`src/rtl/pipe_ctrl.sv`:
```
// Pipeline stall/flush controller for the five-stage MIPS core. It merges the ID, EX
// and MEM stall requests, sequences the iterative divider and counts stalled cycles.
module pipe_ctrl (
   input  logic        clk,
   input  logic        rst,
   input  logic        id_stallreq_i,
   input  logic        ex_div_req_i,
   input  logic        div_done_i,
   input  logic        mem_stallreq_i,
   input  logic        flush_i,
   output logic [5:0]  stall_o,
   output logic        flush_o,
   output logic        div_start_o,
   output logic        div_cancel_o,
   output logic [31:0] stall_cnt_o,
   output logic [1:0]  div_state_o
);

   // Handshake with the divider: div_start_o launches one operation; the divider
   // answers with a single div_done_i pulse. div_cancel_o aborts an operation in
   // flight. Start and cancel are registered single-cycle pulses, never high together.

   typedef enum logic [1:0] {
      S_IDLE = 2'd0,
      S_RUN  = 2'd1,
      S_DONE = 2'd2
   } div_state_t;

   div_state_t state;
   logic       ex_stall;

   assign div_state_o = state;

   // DONE releases EX so the quotient can advance without restarting the same DIV.
   assign ex_stall = ((state == S_IDLE) && ex_div_req_i) || (state == S_RUN);

   always_comb begin
      stall_o = 6'b000000;
      if (!rst)                stall_o = 6'b000000;
      else if (flush_i)        stall_o = 6'b000000;
      else if (mem_stallreq_i) stall_o = 6'b011111;
      else if (ex_stall)       stall_o = 6'b001111;
      else if (id_stallreq_i)  stall_o = 6'b000111;
   end

   assign flush_o = flush_i & rst;

   always_ff @(posedge clk) begin
      if (!rst) begin
         state        <= S_IDLE;
         div_start_o  <= 1'b0;
         div_cancel_o <= 1'b0;
         stall_cnt_o  <= 32'd0;
      end else begin
         div_start_o  <= 1'b0;
         div_cancel_o <= 1'b0;

         if (stall_o[0] && (stall_cnt_o != 32'hFFFF_FFFF))
            stall_cnt_o <= stall_cnt_o + 32'd1;

         if (flush_i) begin
            // A flush wins over a same-cycle div_done_i; only a running op needs aborting.
            state        <= S_IDLE;
            div_cancel_o <= (state == S_RUN);
         end else begin
            case (state)
               S_IDLE: begin
                  if (ex_div_req_i) begin
                     state       <= S_RUN;
                     div_start_o <= 1'b1;
                  end
               end
               S_RUN: begin
                  if (div_done_i) state <= S_DONE;
               end
               S_DONE: begin
                  if (!stall_o[3]) state <= S_IDLE;
               end
               default: state <= S_IDLE;
            endcase
         end
      end
   end

endmodule

```
`config.mk`:
```
export PLATFORM = sky130hd
export DESIGN_NAME = pipe_ctrl
export DESIGN_NICKNAME = d
export VERILOG_FILES = /design/src/rtl/pipe_ctrl.sv
export SDC_FILE = /design/constraint.sdc
export NUM_CORES = 1
export LEC_CHECK = 0
export ABC_CLOCK_PERIOD_IN_PS = 2100
export CORE_MARGIN = 4
export CORE_UTILIZATION = 31
export DETAILED_ROUTE_END_ITERATION = 8
export MAX_ROUTING_LAYER = met4
export PLACE_DENSITY = 0.53
export SETUP_SLACK_MARGIN = 0.1
export SLEW_MARGIN = 20
export SYNTH_ARGS = -nofsm -noshare
export SYNTH_HDL_FRONTEND = slang
export SYNTH_SLANG_ARGS = --single-unit
```
`constraint.sdc`:
```
create_clock -name clk -period 2.1 [get_ports clk]
set_input_delay 0.21 -clock clk [delete_from_list [all_inputs] [get_ports clk]]
set_output_delay 0.21 -clock clk [all_outputs]
set_load 0.01 [all_outputs]
```
# [Word level (Yosys, flattened, before mapping)]
# Cells that the tools add are included.
[totals] reg_bits=36 latchBits=0 ramBits=0 mem_bits_ro=0 input_bits=7 n_memories=0
[classes] n_addsub=1 n_mul=0 n_div=0 magnitude_cmp=0 eq_ne=6 shifts=0 muxes=10 bitwise_logic=3 reduce_logical=8
[ops] cell="32-bit by 1-bit adder with 32-bit output (second input constant)" count=1
[ops] cell="32-bit inequality test (second input constant)" count=1
[ops] cell="5-bit 2-to-1 mux" count=3
[ops] cell="2-bit 2-to-1 mux" count=3
[ops] cell="2-bit inequality test (second input constant)" count=3
[ops] cell="2-bit one-hot mux with 3 select lines" count=1
[ops] cell="4-bit 2-to-1 mux" count=1
[ops] cell="3-bit 2-to-1 mux" count=1
[ops] cell="3-bit AND reduction" count=1
[ops] cell="3-bit OR reduction" count=1
[ops] cell="2-bit by 1-bit == test with 1-bit output (second input constant)" count=1
[ops] cell="2-bit == test (second input constant)" count=1
[ops] cell="1-bit logical AND" count=2
[ops] cell="2-bit zero test" count=1
[ops] cell="1-bit NOT" count=2
[ops] cell="2-bit AND reduction" count=1
[ops] cell="2-bit OR reduction" count=1
[ops] cell="1-bit bitwise AND" count=1
[ops] cell="1-bit logical OR" count=1
[ops] cell="1-bit 2-to-1 mux" count=1

# [Depth between registers and ports, before layout]
# Gate-level depths: netlist (run 1).
[depth] depth_word=9 mapped_depth=7 depth_no_buf=6

# [Worst setup path before layout (run 1)]
# No wires, ideal clock.
[synth_timing] path_type="register to register" start="register stall_cnt_o[4]" end="register stall_cnt_o[22]" arrival_time_ns=1.967 t_required_ns=2.029 setup_slack_ns=0.062 path_stages_with_launch=7 n_path_buf=1 synth_period_minus_slack_ns=2.038 cell_sequence="dfxtp_1 > nand4_2 > or2_1 > buf_6 > or3_4 > or4_1 > a21oi_1"
[synth_between] elab_chain_len=2 word_cells_on_any_way=3 classes_between="add/sub (1); eq/ne (1); reduce/logical (1)"
[synth_rtl] item="start: declaration" line_no="15" text="output logic [31:0] stall_cnt_o,"
[synth_rtl] item="start signal: assignment" line_no="59" text="stall_cnt_o <= stall_cnt_o + 32'd1;"
[synth_rtl] item="parallel branches: the longest is 2 deep, another holds 32-bit by 1-bit adder with 32-bit output"
# Parallel ways; which one is timed is not known.
# A chain may end at the register's enable or synchronous reset.

# [Worst setup path in the final report (run 1)]
[layout_timing] start="register stall_cnt_o[25]" end="register stall_cnt_o[10]"
[layout_between] elab_chain_len=2
[layout_rtl] item="32-bit inequality test" line_no="58" text="if (stall_o[0] && (stall_cnt_o != 32'hFFFF_FFFF))"
[layout_rtl] item="1-bit logical AND" line_no="58"
# Every way passes these cells.

==> key figures, run 1 <==
Global route
  – Antenna violations before repair: 0
  – GRT Total Usage: 14.1%
  – Vias in the first global route: 1750
  – First-pass GRT wire length: 8.07 mm
  – Pin count of the biggest net entering global routing: 34
  – Global route overflow: 0

Floorplanning
  – DIE HEIGHT: 85.6 um
  – Core box area: 5890 sq um
  – Chip width: 85.6 um
  – Initial core utilization: 31.7%
  – # rows: 28
  – Die area: 7330 sq um
  – IO Pins: 50

Pwr
  – Worst vdd ir: 0.256 mV
  – Leak: 1.08 nW
  – Power, Total: 1.31 mW
  – PD cells: 455 nW/um^2

Place
  – Post-Place Cells: 365
  – Final GP Congestion: 0.828
  – Placed cell areas: 2650 sq um
  – Place WS: -81.9 ps
  – Detailed placement HPWL: 3.55 mm
  – Port bufs: 48

Clock tree
  – CTS tree: done
  – H-tree depth: 2
  – Clk_lat worst skew: 290 ps
  – CTS Buf Count: 5
  – Clock transition at path regs: 70 ps
  – # clock sinks: 36
  – Root Buffer: clkbuf_8
  – Clock Tree Buf Depth: 2

Setup path
  – CP Capture Type: flip-flop
  – Startpoint Class: flip-flop
  – Setup Crit Path Kind: flip-flop to flip-flop
  – Crit path DAT: 2100 ps
  – CP max FO: 5
  – Worst Path Required: 2280 ps

STA
  – Hold slack final: 416 ps
  – # setup viols final: 0
  – Final worst slack: 177 ps
  – Fin. max-slew vios: 0
  – Fmax: 520 MHz
  – Unrepaired setup endpoints after global routing: true
  – Min Clock Period, post-route: 1920 ps
  – Fin crit share: 91.6%
  – Final hold vios: 0
  – Clock skew: 6.37 ps

Logic synthesis
  – Top cell type's share of synthesized area: 38.6%
  – FF+latch count, synth: 36
  – Area leader, netlist: dfxtp_1
  – Mapped Avg Cell Area: 8.65 sq um
  – Synth cell types: 47
  – YS warnings: 0
  – Sequential element share of the synthesized area: 38.6%
  – Mapped Cells: 216
  – Cells taking the most area after synthesis: dfxtp_1 39%, mux2i_1 7.5%, nand2_1 4.4%, nand2b_1 4.0%, a21oi_1 3.5%
  – Post-Syn Nets: 224
  – Post-Syn Area: 1870 sq um

Detailed routing
  – Final WL: 4.92 mm
  – Antenna viol nets, final: 0
  – Initial drt markers: 57
  – Vias: 1849
  – First-pass DRT Iterations: 4
  – WL per Instance: 13.0 um
  – Vias per inst: 4.90
  – DRC errors left: 0

Final layout
  – Syn-to-layout area delta: 53.7%
  – Design Area, Final: 2870 sq um
  – Final Non-Filler Cells: 377
  – Layout cells sized above 1: 29.5%
  – ANT cells: 0
  – Nets: 309

Run
  – Max-Cap Viols: 0

Status
  – Status: complete, no violations

Hold path
  – Min-Delay Path Class: input pin to flip-flop
## per-stage QoR
step | util, % | TNS, ps
5_1_grt | 48.8 | 0
3_3_place_gp | 45.1 | -77.4
6_report | 48.8 | 0
2_1_floorplan | - | 0
4_1_cts | 46.8 | 0
3_5_place_dp | 45.1 | -293
## cell usage after synthesis, drive strengths merged
library cell and count:
dfxtp 36, nand2 22, mux2i 14, a21oi 13, nand2b 12, nand3 11
inv 10, nand4 10, nor2 10, o31ai 9, or4 8, clkbuf 6
and3 5, nor4 5, o21ai 5, or3 5, buf 4, nor3 4
o211ai 3, xnor2 3, a211oi 2, and2 2, nand3b 2, o21bai 2
or2 2, a2111oi 1, a211o 1, a21o 1, and3b 1, and4 1
conb 1, dlygate4sd3 1, ha 1, nor4b 1, o311ai 1, o41ai 1
## path summary, 6_finish.rpt
| kind | startpoint | end | slack (ps) | cells past startpoint |
|---|---|---|---|---|
| worst max register to register | stall_cnt_o[25] | stall_cnt_o[10] | 180 | 7 |
| worst min register to register | stall_cnt_o[19] | stall_cnt_o[19] | 470 | 2 |
| worst min-delay path | rst | div_state_o[1] | 420 | 4 |
| worst max-delay path | stall_cnt_o[25] | stall_cnt_o[10] | 180 | 7 |
## what timing repair did
item                                    in CTS  in global routing
setup buffers                                0                  4
pin swaps                                    2                  7
resized for setup                            5                 29
hold buffers                                 0                  0
endpoints found under the setup margin       9                 22
## cell usage in the layout, fill, tap and decap left out, drive strengths merged, types with 3 or more instances in the layout
cell / synthesis / final
buf: 4 / 41
clkbuf: 6 / 6
nor4: 5 / 5
nand2: 22 / 22
mux2i: 14 / 14
nand3: 11 / 11
clkdlybuf4s50: 0 / 44
or3: 5 / 5
nand4: 10 / 10
o31ai: 9 / 9
inv: 10 / 10
and3: 5 / 5
a21oi: 13 / 13
nor3: 4 / 4
xnor2: 3 / 3
nor2: 10 / 10
o21ai: 5 / 5
dfxtp: 36 / 36
nand2b: 12 / 12
o211ai: 3 / 3
or4: 8 / 8
## area by class of cell
type	instances	area, sq um
Timing Repair Buffer	89	806
Clock buffer	6	82.6
Fill cell	583	3010
Inverter	10	37.5
Multi-Input combinational cell	159	1100
Sequential cell	36	746
Clock inverter	2	10.0
Tap cell	75	93.8
## cells by family after synthesis
logic type / count (synthesis) / share of synthesized area, %
buf+inv: 21 / 6.10
simple gates: 101 / 30.6
fa+ha+maj: 1 / 0.670
flops: 36 / 38.6
other cells: 1 / 0.201
xor+xnor: 3 / 1.41
compound gates: 39 / 14.9
mux: 14 / 7.50
## flip-flops by register name (all words and copies together) (netlist names)
register      count
stall_cnt_o      32
div_start_o       1
div_state_o       2
div_cancel_o      1
## report_power, final
| part | internal, mW | switching (mW) |
|---|---|---|
| Sequential | 0.686 | 0.00356 |
| Combinational | 0.0518 | 0.0492 |
| Clock | 0.262 | 0.254 |
| Total | 1.00 | 0.307 |
## worst max-delay path: stages (launching register included)
cell	delay (ps)
dfxtp_2	330
nand4_1	140
or4_4	580
o31ai_4	320
buf_6	160
buf_6	90
nor4_1	30
o21bai_1	150
## routing by layer
metal | GRT usage (%) | vias to the layer above | routed length [um]
met2 | 21.3 | 38 | 2170
li1 | - | 955 | -
met3 | 3.17 | 7 | 230
met1 | 18.0 | 849 | 2430
met5 | - | - | 0
met4 | 6.04 | 0 | 87
(Power assumes the default switching activity.)
==> run 2: changes to the inputs <==
- TNS_END_PERCENT: default -> 30
==> key figures, run 2 (synthesis gave the netlist of run 1 again) <==
Status
  – Status: complete, no violations

Clock tree
  – CTS tree: done
  – Clk_lat worst skew: 290 ps
  – H-tree depth: 2
  – # clock sinks: 36
  – CTS Hold Bufs: 0
  – CTS Buf Count: 5
  – Clock transition at path regs: 70 ps
  – Root Buffer: clkbuf_8
  – Clock Tree Buf Depth: 2

Setup path
  – Flop-to-flop setup slack: 170 ps
  – Reg-to-Reg End: stall_cnt_o[10]
  – Worst Path Required: 1890 ps
  – Crit path DAT: 1770 ps
  – CP Capture Type: output pin
  – Critical R2R Launch: stall_cnt_o[25]
  – Cells along the critical path: clkdlybuf4s50_1 > o21bai_2 > a21o_1 > buf_4 > inv_1 > clkdlybuf4s50_1
  – Reg2Reg Depth: 7
  – CP max FO: 3
  – Startpoint Class: input pin
  – Setup Crit Path Kind: input pin to output pin
  – Slowest cell on the critical path: clkdlybuf4s50_1
  – Cell mode on critical path: clkdlybuf4s50_1
  – CP max stage delay: 530 ps

Detailed routing
  – Vias: 1874
  – Vias per inst: 4.97
  – Initial drt markers: 80
  – First-pass DRT Iterations: 4
  – Antenna viol nets, final: 0
  – Final WL: 4.89 mm
  – WL per Instance: 13.0 um
  – DRC errors left: 0

Pwr
  – Worst vdd ir: 0.255 mV
  – Leak: 1.08 nW
  – PD cells: 453 nW/um^2
  – Power, Total: 1.30 mW

STA
  – Final hold vios: 0
  – Fin. max-slew vios: 0
  – Min Clock Period, post-route: 1980 ps
  – Fin crit share: 94.3%
  – Unrepaired setup endpoints after global routing: true
  – Clock skew: 5.12 ps
  – Fmax: 505 MHz
  – Final worst slack: 119 ps
  – # setup viols final: 0

Hold path
  – Hold_sp: rst
  – Worst Hold End: div_state_o[1]
  – Hold depth: 4
  – Min-Delay Path Class: input pin to flip-flop

Floorplanning
  – # rows: 28
  – Chip width: 85.6 um
  – Die area: 7330 sq um
  – Core box area: 5890 sq um
  – Initial core utilization: 31.7%
  – DIE HEIGHT: 85.6 um
  – IO Pins: 50

Global route
  – Vias in the first global route: 1757
  – GRT Total Usage: 14.1%
  – First-pass GRT wire length: 8.09 mm
  – Pin count of the biggest net entering global routing: 34
  – Antenna violations before repair: 0
  – Global route overflow: 0

Final layout
  – Top reg by flops: stall_cnt_o
  – Syn-to-layout area delta: 53.8%
  – Fillers: 587
  – Nets: 309
  – Most frequent cells in the layout: 46 x clkdlybuf4s50_1, 38 x buf_4, 22 x nand2_1, 18 x dfxtp_1, 16 x dfxtp_2
  – Largest register FFs: 32
  – Layout cells sized above 1: 29.5%
  – ANT cells: 0
  – Commonest non-fill, non-tap cell in the layout: clkdlybuf4s50_1

Place
  – Detailed placement HPWL: 3.55 mm
  – Port bufs: 48
  – Final GP Congestion: 0.828
  – Place WS: -81.9 ps

Run
  – Max-Cap Viols: 0
-- run 2: what timing repair did --
action,in CTS,in global routing
gates cloned,0,0
setup buffers,0,4
endpoints found under the hold margin,0,0
pin swaps,1,7
setup endpoints to repair,9,24
gates resized for setup,1,31
-- run 2: stage by stage --
stage	instance area (sq um)	utilization [%]	setup TNS [ps]	hold WS (ps)	cells
final	2870	48.8	0	404	377
after global routing	2870	48.8	0	425	377
after CTS	2750	46.7	0	493	373
after detailed placement	2650	45.1	-293	481	365
after global placement	2650	45.1	-77.4	467	365
after floorplan	1880	-	0	327	216
-- run 2: cell type report --
class,count,area [sq um],area share [%]
clock buffer,6,82.6,2.87
tap,75,93.8,3.27
inverter,10,37.5,1.31
clock inverter,2,10.0,0.348
timing repair buffer,89,805,28.0
sequential,36,748,26.0
multi-input combinational,159,1100,38.2
-- run 2: how the worst max path moves through the flow --
stage               startpoint              end  slack [ps]  depth (start not counted)
6_report          ex_div_req_i       stall_o[1]         120                          6
3_3_place_gp      ex_div_req_i  stall_cnt_o[26]         -30                          6
4_1_cts           ex_div_req_i       stall_o[0]          80                          6
5_1_grt        stall_cnt_o[25]  stall_cnt_o[10]          40                          7
2_1_floorplan   stall_cnt_o[5]  stall_cnt_o[22]          90                          6
3_5_place_dp      ex_div_req_i  stall_cnt_o[30]         -80                          6
-- run 2: layer usage --
metal | global-route usage (%) | share of wire, %
met1 | 18.0 | 48
met2 | 21.4 | 44
met3 | 3.17 | 5.4
met4 | 6.04 | 1.8
met5 | - | 0
-- run 2: power breakdown --
part | internal (mW) | switching, mW
combinational | 0.0513 | 0.0483
sequential | 0.684 | 0.00279
clock | 0.262 | 0.253
-- run 2: critical path, delay by kind of cell --
family	cells	cell delay (ps)
buffers and inverters	4	1260
AOI/OAI and AO/OA	2	310
==> run 3: changes to the inputs <==
- PLACE_DENSITY: 0.53 -> default
- PLACE_DENSITY_LB_ADDON: default -> 0.12
- SKIP_CTS_REPAIR_TIMING: default -> 1
==> key figures, run 3 (synthesis gave the netlist of run 1 again) <==
STA
  – # setup viols final: 0
  – Clock skew: 2.25 ps
  – Min Clock Period, post-route: 1980 ps
  – Fin. max-slew vios: 0
  – Unrepaired setup endpoints after global routing: true
  – Fmax: 505 MHz
  – Final hold vios: 0
  – Final worst slack: 121 ps
  – Setup TNS Final: 0 ps
  – Hold slack final: 476 ps
  – Fin crit share: 94.2%

Clock tree
  – # clock sinks: 36
  – CTS tree: done
  – Clk_lat worst skew: 280 ps
  – Clock transition at path regs: 70 ps
  – H-tree depth: 2
  – Root Buffer: clkbuf_8
  – Clock Tree Buf Depth: 2
  – CTS Buf Count: 5

Status
  – Status: complete, no violations

Pwr
  – PD cells: 461 nW/um^2
  – Switching pwr: 285 uW
  – Internal Power: 1.00 mW
  – Combinational Power Share: 7.5%
  – Net Sw Frac: 22.1%
  – Clock power share: 38.9%
  – Leak: 1.01 nW
  – Worst vdd ir: 0.256 mV
  – Seq pwr share: 53.5%

Final layout
  – Commonest non-fill, non-tap cell in the layout: clkdlybuf4s50_1
  – Design Area, Final: 2790 sq um
  – Most frequent cells in the layout: 48 x clkdlybuf4s50_1, 37 x buf_4, 26 x dfxtp_1, 22 x nand2_1, 14 x mux2i_1
  – ANT cells: 0
  – Top reg by flops: stall_cnt_o
  – Nets: 306
  – Multi-input logic area: 1070 sq um
  – Fillers: 603
  – Syn-to-layout area delta: 49.6%
  – Largest register FFs: 32
  – Register area: 733 sq um
  – Fin util: 47.5%
  – Layout cells sized above 1: 24.1%

Place
  – Place WS: -38.2 ps
  – Port bufs: 48
  – Detailed placement HPWL: 3.70 mm
  – Placed cell areas: 2650 sq um
  – Final GP Congestion: 0.803

Detailed routing
  – Final WL: 5.05 mm
  – Vias: 1869
  – Initial drt markers: 80
  – First-pass DRT Iterations: 4
  – Vias per inst: 5.00
  – Antenna viol nets, final: 0
  – DRC errors left: 0
  – WL per Instance: 13.5 um

Setup path
  – Worst Path Required: 1890 ps
  – Setup Crit Path Kind: input pin to output pin
  – Startpoint Class: input pin
  – CP Capture Type: output pin
  – Cell mode on critical path: clkdlybuf4s50_1
  – CP max stage delay: 540 ps
  – Worst path bufs/invs: 3
  – CP delay by family, top: buffers and inverters
  – CP max FO: 33
  – Slowest cell on the critical path: clkdlybuf4s50_1
  – Crit path DAT: 1770 ps
  – Cells along the critical path: clkdlybuf4s50_1 > buf_4 > and2_1 > clkdlybuf4s50_1
  – Flop-to-flop setup slack: 200 ps

Floorplanning
  – Initial core utilization: 31.7%
  – Die area: 7330 sq um
  – IO Pins: 50
  – # rows: 28
  – Core box area: 5890 sq um
  – Chip width: 85.6 um
  – DIE HEIGHT: 85.6 um

Global route
  – Global route overflow: 0
  – Vias in the first global route: 1722
  – Antenna violations before repair: 0
  – GRT Total Usage: 14.4%
  – Pin count of the biggest net entering global routing: 34
  – First-pass GRT wire length: 8.29 mm

Run
  – Max-Cap Viols: 0

Hold path
  – Min-Delay Path Class: flip-flop to flip-flop
[run 3: routing by layer]
metal / vias up / track usage [%] / wire length [um]
met5: - / - / 0
met3: 4 / 3.46 / 239
li1: 950 / - / -
met4: 0 / 4.32 / 62
met1: 868 / 18.8 / 2450
met2: 47 / 22.2 / 2300
[run 3: cell type report]
type                    count  share of cell area, %
multi-input cells         159                   38.3
repair buffers             86                   27.5
flip-flops and latches     36                   26.2
well taps                  75                   3.36
clock buffers               8                   3.22
inverters                  10                   1.34
[run 3: power by group through the flow]
stage	clock (mW)	sequential [mW]	combinational [mW]
floorplan	0	0.710	0.0445
global placement	0	0.706	0.0977
global route	0.546	0.690	0.107
finish	0.502	0.690	0.0972
detailed placement	0	0.706	0.0981
CTS	0.525	0.690	0.0986
[run 3: tightest hold or removal path, delay by kind of cell (launching register included)]
family,cells,cell delay [ps]
DFF,1,340
and+or+nand+nor,1,50
muxes,1,50
[run 3: worst paths after layout]
| path | depth (start not counted) | from | to |
|---|---|---|---|
| worst min-delay path | 2 | stall_cnt_o[31] | stall_cnt_o[31] |
| worst min register to register | 2 | stall_cnt_o[31] | stall_cnt_o[31] |
| worst max-delay path | 4 | rst | flush_o |
| worst max register to register | 5 | stall_cnt_o[4] | stall_cnt_o[22] |
[run 3: per-stage QoR]
stage / instances / power, mW
2_1_floorplan: 216 / 0.754
3_3_place_gp: 364 / 0.803
3_5_place_dp: 364 / 0.804
4_1_cts: 372 / 1.31
5_1_grt: 374 / 1.34
6_report: 374 / 1.29
